===== config.mk =====
export PLATFORM = sky130hd
export DESIGN_NAME = axi_st_csr_ctrl_multi
export DESIGN_NICKNAME = d
export VERILOG_FILES = /design/src/rtl/axi_st_csr_ctrl_multi.sv
export SDC_FILE = /design/constraint.sdc
export NUM_CORES = 1
export LEC_CHECK = 0
export CAP_MARGIN = 20
export CORE_ASPECT_RATIO = 0.6
export CORE_MARGIN = 5
export CORE_UTILIZATION = 40
export DETAILED_ROUTE_END_ITERATION = 8
export GPL_TIMING_DRIVEN = 0
export PLACE_DENSITY_LB_ADDON = 0.1
export SKIP_LAST_GASP = 1
export SYNTH_ARGS = -nofsm -noshare
export SYNTH_HDL_FRONTEND = slang
export SYNTH_SLANG_ARGS = --single-unit

===== constraint.sdc =====
create_clock -name clk -period 43.7 [get_ports clk]
set_input_delay 8.74 -clock clk [delete_from_list [all_inputs] [get_ports clk]]
set_output_delay 8.74 -clock clk [all_outputs]
set_load 0.01 [all_outputs]

===== src/rtl/axi_st_csr_ctrl_multi.sv =====
// CSR block for multi-link AXI-ST H2H: per-link control/status/snapshot windows,
// a global window, and a timed active-low datapath reset generator.
`timescale 1ns/1ps
module axi_st_csr_ctrl_multi #(
    parameter int          LINKS    = 2,
    parameter int          SNAP_W   = 64,
    parameter int          ADDR_W   = 16,
    parameter int          RST_HOLD = 16,
    parameter logic [31:0] VERSION  = 32'h0002_0000
) (
    input  logic                     clk,
    input  logic                     rst,
    input  logic [ADDR_W-1:0]        wr_rd_addr,
    input  logic                     wr_en,
    input  logic                     rd_en,
    input  logic [31:0]              wr_data,
    output logic [31:0]              rd_datain,
    output logic                     rd_dvalid,
    input  logic [2*LINKS-1:0]       chkr_pass,
    input  logic [LINKS-1:0]         align_error,
    input  logic [3:0]               online,
    input  logic [LINKS*SNAP_W-1:0]  data_out_first,
    input  logic [LINKS*SNAP_W-1:0]  data_out_last,
    input  logic [LINKS*SNAP_W-1:0]  data_in_first,
    input  logic [LINKS*SNAP_W-1:0]  data_in_last,
    input  logic [LINKS-1:0]         data_out_first_valid,
    input  logic [LINKS-1:0]         data_out_last_valid,
    input  logic [LINKS-1:0]         data_in_first_valid,
    input  logic [LINKS-1:0]         data_in_last_valid,
    output logic [LINKS-1:0]         csr_patgen_en,
    output logic [2*LINKS-1:0]       csr_patgen_sel,
    output logic [9*LINKS-1:0]       csr_patgen_cnt,
    output logic [LINKS-1:0]         csr_cntuspatt_en,
    output logic [31:0]              o_delay_x_value,
    output logic [31:0]              o_delay_y_value,
    output logic [31:0]              o_delay_z_value,
    output logic                     axist_rstn_out
);

    // state | meaning
    // HOLD  | axist_rstn_out low, down-counter running
    // RUN   | axist_rstn_out high
    typedef enum logic {HOLD = 1'b0, RUN = 1'b1} rst_state_t;

    localparam int NW    = SNAP_W / 32;
    localparam int WIN_W = ADDR_W - 8;
    localparam int CNT_W = $clog2(RST_HOLD + 1);
    localparam logic [WIN_W-1:0] WIN_GLB = WIN_W'(15);
    localparam logic [CNT_W-1:0] RELOAD  = CNT_W'(RST_HOLD);

    logic [WIN_W-1:0] win;
    logic [5:0]       word_addr;
    logic [2:0]       grp;
    logic [2:0]       wsel;
    logic             unused_addr_lsb;

    assign win             = wr_rd_addr[ADDR_W-1:8];
    assign word_addr       = wr_rd_addr[7:2];
    assign grp             = word_addr[5:3];
    assign wsel            = word_addr[2:0];
    assign unused_addr_lsb = ^wr_rd_addr[1:0];

    logic [12:0]       ctrl_q   [LINKS];
    logic [15:0]       errcnt_q [LINKS];
    logic [SNAP_W-1:0] snap_of_q[LINKS];
    logic [SNAP_W-1:0] snap_ol_q[LINKS];
    logic [SNAP_W-1:0] snap_if_q[LINKS];
    logic [SNAP_W-1:0] snap_il_q[LINKS];
    logic [LINKS-1:0]  sticky_q, align_q, arm_of_q, arm_if_q;
    logic [31:0]       delay_x_q, delay_y_q, delay_z_q;

    logic [LINKS-1:0]  wr_ctrl, wr_errclr, snap_clr;
    logic              glb_wr, softrst_wr;
    logic [31:0]       rd_mux;

    rst_state_t        state_q, state_d;
    logic [CNT_W-1:0]  cnt_q, cnt_d;

    function automatic logic [31:0] snap_word(input logic [SNAP_W-1:0] s, input logic [2:0] w);
        logic [SNAP_W-1:0] sh;
        sh = s >> {w, 5'd0};
        if ({1'b0, w} < 4'(NW))
            snap_word = sh[31:0];
        else
            snap_word = '0;
    endfunction

    always_comb begin
        wr_ctrl   = '0;
        wr_errclr = '0;
        snap_clr  = '0;
        for (int k = 0; k < LINKS; k++) begin
            if (wr_en && win == WIN_W'(k)) begin
                if (word_addr == 6'd0) wr_ctrl[k]   = 1'b1;
                if (word_addr == 6'd2) wr_errclr[k] = 1'b1;
            end
            snap_clr[k] = wr_ctrl[k] & wr_data[31];
        end
    end

    assign glb_wr     = wr_en && (win == WIN_GLB);
    assign softrst_wr = glb_wr && (word_addr == 6'd3);

    always_ff @(posedge clk or posedge rst) begin
        if (rst) begin
            for (int k = 0; k < LINKS; k++) begin
                ctrl_q[k]    <= '0;
                errcnt_q[k]  <= '0;
                snap_of_q[k] <= '0;
                snap_ol_q[k] <= '0;
                snap_if_q[k] <= '0;
                snap_il_q[k] <= '0;
            end
            sticky_q <= '0;
            align_q  <= '0;
            arm_of_q <= '1;
            arm_if_q <= '1;
        end else begin
            align_q <= align_error;
            for (int k = 0; k < LINKS; k++) begin
                if (wr_ctrl[k])
                    ctrl_q[k] <= wr_data[12:0];
                // a clearing write beats a coincident rising edge
                if (wr_errclr[k]) begin
                    errcnt_q[k] <= '0;
                    sticky_q[k] <= 1'b0;
                end else if (align_error[k] && !align_q[k]) begin
                    sticky_q[k] <= 1'b1;
                    if (errcnt_q[k] != 16'hFFFF)
                        errcnt_q[k] <= errcnt_q[k] + 16'd1;
                end
                if (snap_clr[k]) begin
                    arm_of_q[k] <= 1'b1;
                end else if (data_out_first_valid[k] && arm_of_q[k]) begin
                    snap_of_q[k] <= data_out_first[k*SNAP_W +: SNAP_W];
                    arm_of_q[k]  <= 1'b0;
                end
                if (snap_clr[k]) begin
                    arm_if_q[k] <= 1'b1;
                end else if (data_in_first_valid[k] && arm_if_q[k]) begin
                    snap_if_q[k] <= data_in_first[k*SNAP_W +: SNAP_W];
                    arm_if_q[k]  <= 1'b0;
                end
                if (data_out_last_valid[k])
                    snap_ol_q[k] <= data_out_last[k*SNAP_W +: SNAP_W];
                if (data_in_last_valid[k])
                    snap_il_q[k] <= data_in_last[k*SNAP_W +: SNAP_W];
            end
        end
    end

    always_ff @(posedge clk or posedge rst) begin
        if (rst) begin
            delay_x_q <= '0;
            delay_y_q <= '0;
            delay_z_q <= '0;
        end else if (glb_wr) begin
            if (word_addr == 6'd0) delay_x_q <= wr_data;
            if (word_addr == 6'd1) delay_y_q <= wr_data;
            if (word_addr == 6'd2) delay_z_q <= wr_data;
        end
    end

    always_comb begin
        csr_patgen_en    = '0;
        csr_patgen_sel   = '0;
        csr_patgen_cnt   = '0;
        csr_cntuspatt_en = '0;
        for (int k = 0; k < LINKS; k++) begin
            csr_patgen_en[k]          = ctrl_q[k][0];
            csr_patgen_sel[2*k +: 2]  = ctrl_q[k][2:1];
            csr_patgen_cnt[9*k +: 9]  = ctrl_q[k][11:3];
            csr_cntuspatt_en[k]       = ctrl_q[k][12];
        end
    end

    assign o_delay_x_value = delay_x_q;
    assign o_delay_y_value = delay_y_q;
    assign o_delay_z_value = delay_z_q;

    always_comb begin
        rd_mux = '0;
        for (int k = 0; k < LINKS; k++) begin
            if (win == WIN_W'(k)) begin
                case (grp)
                    3'd0: begin
                        case (wsel)
                            3'd0:    rd_mux = {19'd0, ctrl_q[k]};
                            3'd1:    rd_mux = {28'd0, sticky_q[k], align_error[k], chkr_pass[2*k +: 2]};
                            3'd2:    rd_mux = {16'd0, errcnt_q[k]};
                            default: rd_mux = '0;
                        endcase
                    end
                    3'd1:    rd_mux = snap_word(snap_of_q[k], wsel);
                    3'd2:    rd_mux = snap_word(snap_ol_q[k], wsel);
                    3'd3:    rd_mux = snap_word(snap_if_q[k], wsel);
                    3'd4:    rd_mux = snap_word(snap_il_q[k], wsel);
                    default: rd_mux = '0;
                endcase
            end
        end
        if (win == WIN_GLB) begin
            case (word_addr)
                6'd0:    rd_mux = delay_x_q;
                6'd1:    rd_mux = delay_y_q;
                6'd2:    rd_mux = delay_z_q;
                6'd4:    rd_mux = {28'd0, online};
                6'd5:    rd_mux = VERSION;
                default: rd_mux = '0;
            endcase
        end
    end

    // read mux sees pre-edge register values, so a same-cycle write is not visible
    always_ff @(posedge clk or posedge rst) begin
        if (rst) begin
            rd_datain <= '0;
            rd_dvalid <= 1'b0;
        end else begin
            rd_dvalid <= rd_en;
            if (rd_en)
                rd_datain <= rd_mux;
        end
    end

    always_ff @(posedge clk or posedge rst) begin
        if (rst) begin
            state_q <= HOLD;
            cnt_q   <= RELOAD;
        end else begin
            state_q <= state_d;
            cnt_q   <= cnt_d;
        end
    end

    always_comb begin
        state_d = state_q;
        cnt_d   = cnt_q;
        case (state_q)
            HOLD: begin
                if (softrst_wr) begin
                    cnt_d = RELOAD;
                end else if (cnt_q == CNT_W'(1)) begin
                    cnt_d   = '0;
                    state_d = RUN;
                end else begin
                    cnt_d = cnt_q - CNT_W'(1);
                end
            end
            RUN: begin
                if (softrst_wr) begin
                    state_d = HOLD;
                    cnt_d   = RELOAD;
                end
            end
            default: begin
                state_d = HOLD;
                cnt_d   = RELOAD;
            end
        endcase
    end

    assign axist_rstn_out = (state_q == RUN);

endmodule


# After elaboration in Yosys (flattened, before gate mapping)
# Cells that the tools add are included.
# op_classes
addsub	3
order_cmp	1
reduce_logical	33
n_eq_ne	17
n_bitwise	5
muxes	48
shifts	8
# ops
cell	n
$shr A64 B8 Y32	8
$pmux W32 S5	3
$mux W32	11
$mux W16	6
$pmux W16 S3	2
$add A16 B1 Y16 const B	2
$ne A16 B16 Y1 const B	2
$mux W1	21
$reduce_and A2 Y1	9
$reduce_bool A2 Y1	8
$mux W5	3
$eq A6 B2 Y1 const B	2
$eq A6 B3 Y1 const B	2
$logic_and A1 B1 Y1	10
$pmux W5 S2	1
$eq A3 B2 Y1 const B	3
$eq A8 B1 Y1 const B	1
$eq A8 B4 Y1 const B	1
$logic_not A8 Y1	1
$eq A3 B1 Y1 const B	2
$eq A6 B1 Y1 const B	1
$logic_not A3 Y1	2
$logic_not A6 Y1	1
$eq A5 B1 Y1 const B	1
other kinds (8)	12
# word_totals
wordCells	141
reg_bits	713

# Longest topological paths before layout
# Gate-level depths: netlist of run 1.
# logic_depth
word_depth	6
ltp_mapped	8
depth_no_buf	6

# Least setup slack after synthesis of run 1
# OpenSTA, ideal clock, no wires.
# synth_timing
kind	in2reg
start	input wr_rd_addr[4]
end	register delay_z_q[0] (netlist: o_delay_z_value[0])
cell_stages	8
arrival_time_ns	10.549
slack_ns	33.026
setup_ns	0.125
t_required_ns	43.575
path_buffers	3
cell_sequence	buf_2 nor4_2 and2_1 buf_2 nand2_1 nor2_1 buf_4 mux2_2
# synth_via
elab_chain_cells	2
# synth_rtl
element	line_no	rtl
from (decl)	13	input logic [ADDR_W-1:0] wr_rd_addr,
$eq A6 B2 Y1	160	if (word_addr == 6'd2) delay_z_q <= wr_data;
$reduce_and A2 Y1 (no source line)	--	
to (signal assigned)	160	
to (decl)	70	logic [31:0] delay_x_q, delay_y_q, delay_z_q;
# No other way between the ends.
# A chain may end at the register's enable or synchronous reset.

# Worst setup path in the final report of run 1
# layout_timing
start	input wr_rd_addr[5]
end	register rd_datain[3]
# layout_via
elab_chain_cells	5
# layout_rtl
element	line_no	rtl
$eq A3 B3 Y1, or another cell as far along	185	case (grp)
$pmux W32 S5	185	
$mux W32 (2 in series)	184	if (win == WIN_W'(k)) begin
$mux W32 *	202	if (win == WIN_GLB) begin
to (signal assigned)	222	rd_datain <= rd_mux;
to (decl)	17	output logic [31:0] rd_datain,
# Every way passes the cells marked *; elsewhere a longest branch is shown, timed or not.

==> metrics.csv, run 1 <==
metric,value,unit
place_congestion,0.918,
yosys.area_share.simple,4.03,%
synth_edf_count,0,
grt-ovfl-total,0,
synth_nets,3050,
relSlewSlack,17.3,%
nets,3868,
cts_root_buf,clkbuf_16,
synth_top_cells_by_count,"708 x dfrtp_1, 626 x mux2_2, 251 x mux2i_1, 111 x nor2_1, 106 x o22ai_1",
path_clk_slew,0.07,ns
crit_top_cell,clkbuf_1,
finalHoldViolations,0,
drv_cap,0,
io_pins,738,
cp-startpoint,wr_rd_addr[5],
netlist.area_leader.share,54.0,%
power_density,36.8,nW/µm²
vias,25500,
slowest_delay,0.97,ns
rsz0062_at_grt,false,
numCtsBuffers,72,
wl,140000,µm
setup_violations,0,
synth_compound_area_share,7.49,%
synthArstFlopShare,100,%
portBuffers,727,
grtUsageTotal,30.7,%
viasPerCell,5.75,
synth_top_area_cell,dfrtp_1,
syn_inst,2464,
period_minus_slack,13.09,ns
ctsLongestPathBuffers,3,
num_rows,81,
tightest_slew,1.24,ns
syn_avg_cell_area,13.3,µm²
die_area,88100,µm²
setup_tns,0,ns
slowest_stage,clkbuf_1,
maxSlewViolCount,0,
worstPathCellList,"clkdlybuf4s50_1, clkbuf_1, or3b_2, clkbuf_1, clkbuf_1, clkbuf_1, o22ai_1, o21ai_0, a41oi_1",
start_util,40.3,%
ant_nets,0,
antenna_found_initial,40,
grt_max_degree,126,
post_cts_resize_count,0,
yosysSeqAreaShare,54.4,%
ys_types,66,
critPathLaunchType,primary input,
rr_startpoint,arm_if_q[0]$_DFFE_PP1P_,
timing.final.crit_share,30.0,%
layout-drive-gt1-share,26.0,%
core,81400,µm²
fin_util,54.4,%
ir_drop,0.0260,mV
fmax,76.4,MHz
route.detailed.drc,0,
cts_tree,yes,
grt_pass1_vias,26400,
dp_hpwl,109000,µm
grt_pass1_wl,194000,µm
yosysMostFrequentCell,dfrtp_1,
synthTopCellsByArea,"dfrtp_1 54%, mux2_2 21%, mux2i_1 7.7%, o22ai_1 2.0%, nor2_1 1.3%",
outcome,"finished, final reports clean",
yosysWarnings,0,
synthFlopType,dfrtp_1,
htreeDepth,3,
cp.required,44.16,ns
ys_ff_latch,713,
cp_top_family,buffers and inverters,
drt_iter0_drc,2270,
firstDrtPassIters,5,
fin_skew,0.0162,ns
min-delay-start,snap_of_q[108]$_DFFE_PP0P_,
die_x,380,µm
crit_buf_inv,5,
post_synth_fa_ha_maj_area_fraction,0.152,%
worstPathMaxFanout,10,
die_h,232,µm
end_kind,flop,
clock-sinks,713,
syn2layout_area_growth,35.0,%
synthXorXnorAreaFrac,0.694,%
critPathArrivalTime,13.55,ns
p_leak,0.0191,µW
cts-hold-fix-buffers,0,
path_class,in -> reg,
synth_top_family_by_area,multiplexers,
syn-cell-area,32800,µm²
routedWlPerCell,31.5,µm
clock_latency,0.63,ns
hold_class,reg -> reg,
postCtsSetupBuffers,0,
synthMuxAreaShare,30.6,%
## worst register-to-register path: cells and delay by family, from the launching register on
family / cells / cell delay [ns]
buffers and inverters: 1 / 0.55
multiplexers: 1 / 0.39
flip-flops: 1 / 0.53
AND/OR/NAND/NOR: 1 / 0.06
AO/OA/AOI/OAI: 1 / 0.84
## stage by stage
step | cells | hold slack, ns | instance area (µm²) | setup WS, ns | power (µW)
floorplan | 2464 | 0.458 | 32800 | 14.97 | 864
global placement | 4270 | 0.469 | 41500 | 7.07 | 973
detailed placement | 4283 | 0.475 | 41700 | 30.12 | 981
CTS | 4411 | 0.488 | 44200 | 30.79 | 1640
global route | 4435 | 0.496 | 44300 | 30.68 | 1690
finish | 4440 | 0.490 | 44300 | 30.61 | 1630
## sequential cells by signal, summed over array words and instances, names as in the netlist
name              cells
snap_of_q           128
o_delay_y_value      32
errcnt_q             32
csr_patgen_sel        4
arm_of_q              2
snap_if_q           128
cnt_q                 5
rd_dvalid             1
snap_ol_q           128
csr_cntuspatt_en      2
o_delay_x_value      32
arm_if_q              2
sticky_q              2
o_delay_z_value      32
csr_patgen_cnt       18
csr_patgen_en         2
align_q               2
axist_rstn_out        1
rd_datain            32
snap_il_q           128
## power breakdown
part | internal [µW] | switching, µW
Combinational | 120 | 102
Sequential | 713 | 35.9
Clock | 380 | 278
## cells by family (layout without fill, tap and decap cells)
| group | Yosys count | after routing |
|---|---|---|
| simple gates | 265 | 265 |
| fa+ha+maj | 4 | 4 |
| buf+inv | 185 | 1057 |
| mux | 909 | 909 |
| compound gates | 362 | 362 |
| xor+xnor | 26 | 26 |
| other cells | 0 | 25 |
| flops | 713 | 713 |
## layer usage
layer  vias up  wire, µm  GRT usage (%)
li1      10800         -              -
met1     13500     61600           42.7
met2      1052     63600           48.4
met3       208     10600           7.11
met4        22      3680           8.45
met5         -       160              0
## layout by cell type, fill, tap and decap left out, types with 13 or more instances in the layout
cell	netlist	final
xor2_1	13	13
nand3_1	16	16
clkbuf_1	82	96
inv_1	15	14
dfrtp_1	708	708
a221oi_1	35	35
buf_1	26	26
buf_6	12	15
nor2b_1	17	17
a22oi_1	14	14
a21oi_1	28	28
clkbuf_8	0	17
mux2i_1	251	251
o22ai_1	106	106
nor2_1	111	111
xnor2_1	13	13
o21ai_0	71	71
a31oi_1	19	19
clkbuf_16	0	75
nand2_1	41	41
mux2_2	626	626
diode_2	0	25
buf_2	45	45
mux2_1	20	20
clkdlybuf4s50_1	0	727
nor3_1	25	24
## worst paths after layout
path,cells past startpoint,slack [ns],to
worst min-delay path,1,0.49,snap_of_q[108]$_DFFE_PP0P_
worst max register to register,4,41.21,snap_if_q[91]$_DFFE_PP0P_
worst max-delay path,9,30.61,rd_datain[3]$_DFFE_PP0P_
min in group asynchronous,2,8.52,snap_il_q[99]$_DFFE_PP0P_
max in group asynchronous,6,32.75,snap_ol_q[23]$_DFFE_PP0P_
worst min register to register,1,0.49,snap_of_q[108]$_DFFE_PP0P_
## area by class of cell
cell class | count | area (µm²)
antenna | 25 | 62.6
buffer | 170 | 803
clock buffer | 106 | 2160
clock inverter | 22 | 295
fill | 6832 | 37100
inverter | 15 | 63.8
multi-input combinational | 1566 | 14100
sequential | 713 | 17800
tap | 1079 | 1350
timing repair buffer | 744 | 7600
Note: power is estimated with default switching activity, not from simulation.
==> run 2: changes to the inputs <==
- clock period: 43.7 -> 12.6 ns (I/O delays scaled with it)
==> metrics.csv, run 2 (same netlist as run 1, synthesis figures left out) <==
metric,value,unit,change
cts_tree,yes,,
worstPathCellList,"clkdlybuf4s50_1, clkbuf_1, or3b_2, clkbuf_1, clkbuf_1, buf_16, clkbuf_1, o22ai_1, o211ai_1, o211ai_1",,
die_h,232,µm,unchanged
final_area,44600,µm²,+0.71%
slowest_delay,0.67,ns,-0.30 ns
portBuffers,727,,unchanged
r2r_setup_slack,10.22,ns,-30.99 ns
vias,25400,,-0.48%
routedWlPerCell,31.3,µm,-0.50%
holdPathStages,1,,unchanged
grt_max_degree,44,,-65%
cts-hold-fix-buffers,0,,unchanged
whs,0.491,ns,+0.00101 ns
dp.cells,4302,,+0.44%
dp_slack,5.31,ns,-24.81 ns
die_x,380,µm,unchanged
layout-drive-gt1-share,26.5,%,+0.43 points
nets,3889,,+0.54%
maxSlewViolCount,0,,unchanged
clock_latency,0.66,ns,+0.03 ns
core,81400,µm²,unchanged
rr_worst_depth,4,,unchanged
dp_hpwl,110000,µm,+1.0%
relSlewSlack,20.2,%,+2.9 points
final_cell_mix,"727 x clkdlybuf4s50_1, 708 x dfrtp_1, 626 x mux2_2",,
cp.required,13.10,ns,-31.06 ns
setup_tns,0,ns,unchanged
place_congestion,0.912,,-0.70%
timing.final.crit_share,48.9,%,
seq_area,17800,µm²,unchanged
crit_top_cell,clkbuf_1,,
htreeDepth,3,,unchanged
die_area,88100,µm²,unchanged
route.detailed.drc,0,,unchanged
multi_input_comb_area,14100,µm²,unchanged
end_kind,flop,,
finalHoldViolations,0,,unchanged
hold_class,reg -> reg,,
grt_pass1_vias,26800,,+1.6%
fin_skew,0.0244,ns,+0.00820 ns
drv_cap,0,,unchanged
wl,140000,µm,about the same
post_cts_resize_count,0,,unchanged
viasPerCell,5.69,,-1.0%
rr_startpoint,arm_of_q[0]$_DFFE_PP1P_,,
hold_path_end,snap_of_q[104]$_DFFE_PP0P_,,
tightest_slew,1.19,ns,-0.0521 ns
ir_drop,0.0835,mV,+220%
numCtsBuffers,74,,+2.8%
cp_top_family,buffers and inverters,,
slowest_stage,clkbuf_1,,
p_leak,0.0192,µW,+0.78%
min-delay-start,snap_of_q[104]$_DFFE_PP0P_,,
setup_violations,0,,unchanged
grt-ovfl-total,0,,unchanged
drt_iter0_drc,1826,,-20%
power_density,127,nW/µm²,+240%
ant_nets,0,,unchanged
fmax,162,MHz,
firstDrtPassIters,8,,+3
stdcell_count,4465,,+0.56%
path_class,in -> reg,,
syn2layout_area_growth,35.9,%,
grt_pass1_wl,195000,µm,+0.34%
postCtsSetupBuffers,0,,unchanged
ctsLongestPathBuffers,3,,unchanged
dpl_cell_area,42000,µm²,+0.78%
outcome,"finished, final reports clean",,
fillers,6874,,+0.61%
rsz0062_at_grt,false,,
critPathLaunchType,primary input,,
worstPathMaxFanout,10,,unchanged
r2r_end,snap_of_q[96]$_DFFE_PP0P_,,
final_common_cell,clkdlybuf4s50_1,,
setup_ws,6.44,ns,-24.17 ns
path_clk_slew,0.07,ns,about the same
num_rows,81,,unchanged
clock-sinks,713,,unchanged
grtUsageTotal,30.8,%,+0.14 points
io_pins,738,,unchanged
cts_root_buf,clkbuf_16,,
critPathArrivalTime,6.66,ns,-6.89 ns
crit_buf_inv,6,,+1
antenna_found_initial,58,,+45%
start_util,40.3,%,unchanged
period_minus_slack,6.16,ns,
==> run 2: changes by cell type in the layout (fill, tap and decap cells not counted), sizes merged <==
cell,before,now
buf,104,122
clkinv,14,12
diode,25,33
inv,15,16
==> run 2: power breakdown <==
| group | internal (µW) | total (µW) | switching, µW |
|---|---|---|---|
| registers | 2470 | 2600 | 125 |
| clock network | 1330 | 2280 | 956 |
| logic | 426 | 781 | 355 |
| total | 4230 | 5660 | 1440 |
==> run 2: how the worst max path moves through the flow <==
stage / cells after the start / to / from
after floorplan: 1 / align_q[0]$_DFF_PP0_ / rst
final: 10 / rd_datain[20]$_DFFE_PP0P_ / wr_rd_addr[5]
after global placement: 2 / snap_of_q[24]$_DFFE_PP0P_ / rst
after global routing: 9 / rd_datain[14]$_DFFE_PP0P_ / wr_rd_addr[5]
after CTS: 9 / rd_datain[3]$_DFFE_PP0P_ / wr_rd_addr[5]
after detailed placement: 9 / rd_datain[20]$_DFFE_PP0P_ / wr_rd_addr[5]
==> run 2: through the flow <==
step / power, µW / util [%]
4_1_cts: 5690 / 54.7
2_1_floorplan: 3000 / -
3_3_place_gp: 3370 / 50.9
3_5_place_dp: 3410 / 51.7
5_1_grt: 5860 / 54.8
6_report: 5660 / 54.8
==> run 2: area by class of cell <==
class                           instances  share of cell area [%]
Clock inverter                         21                   0.594
Timing Repair Buffer                  763                    17.7
Multi-Input combinational cell       1566                    31.6
Antenna cell                           33                   0.185
Tap cell                             1079                    3.03
Clock buffer                          105                    4.89
Buffer                                170                    1.80
Sequential cell                       713                    40.0
Inverter                               15                   0.135
==> run 2: metal layers <==
layer  GRT usage [%]  vias up  share of wire, %
met4            10.1       38               3.0
met1            41.3    13200                42
met2            48.4     1071                46
met5               0        -              0.17
met3            8.99      247               9.1
li1                -    10900                 -
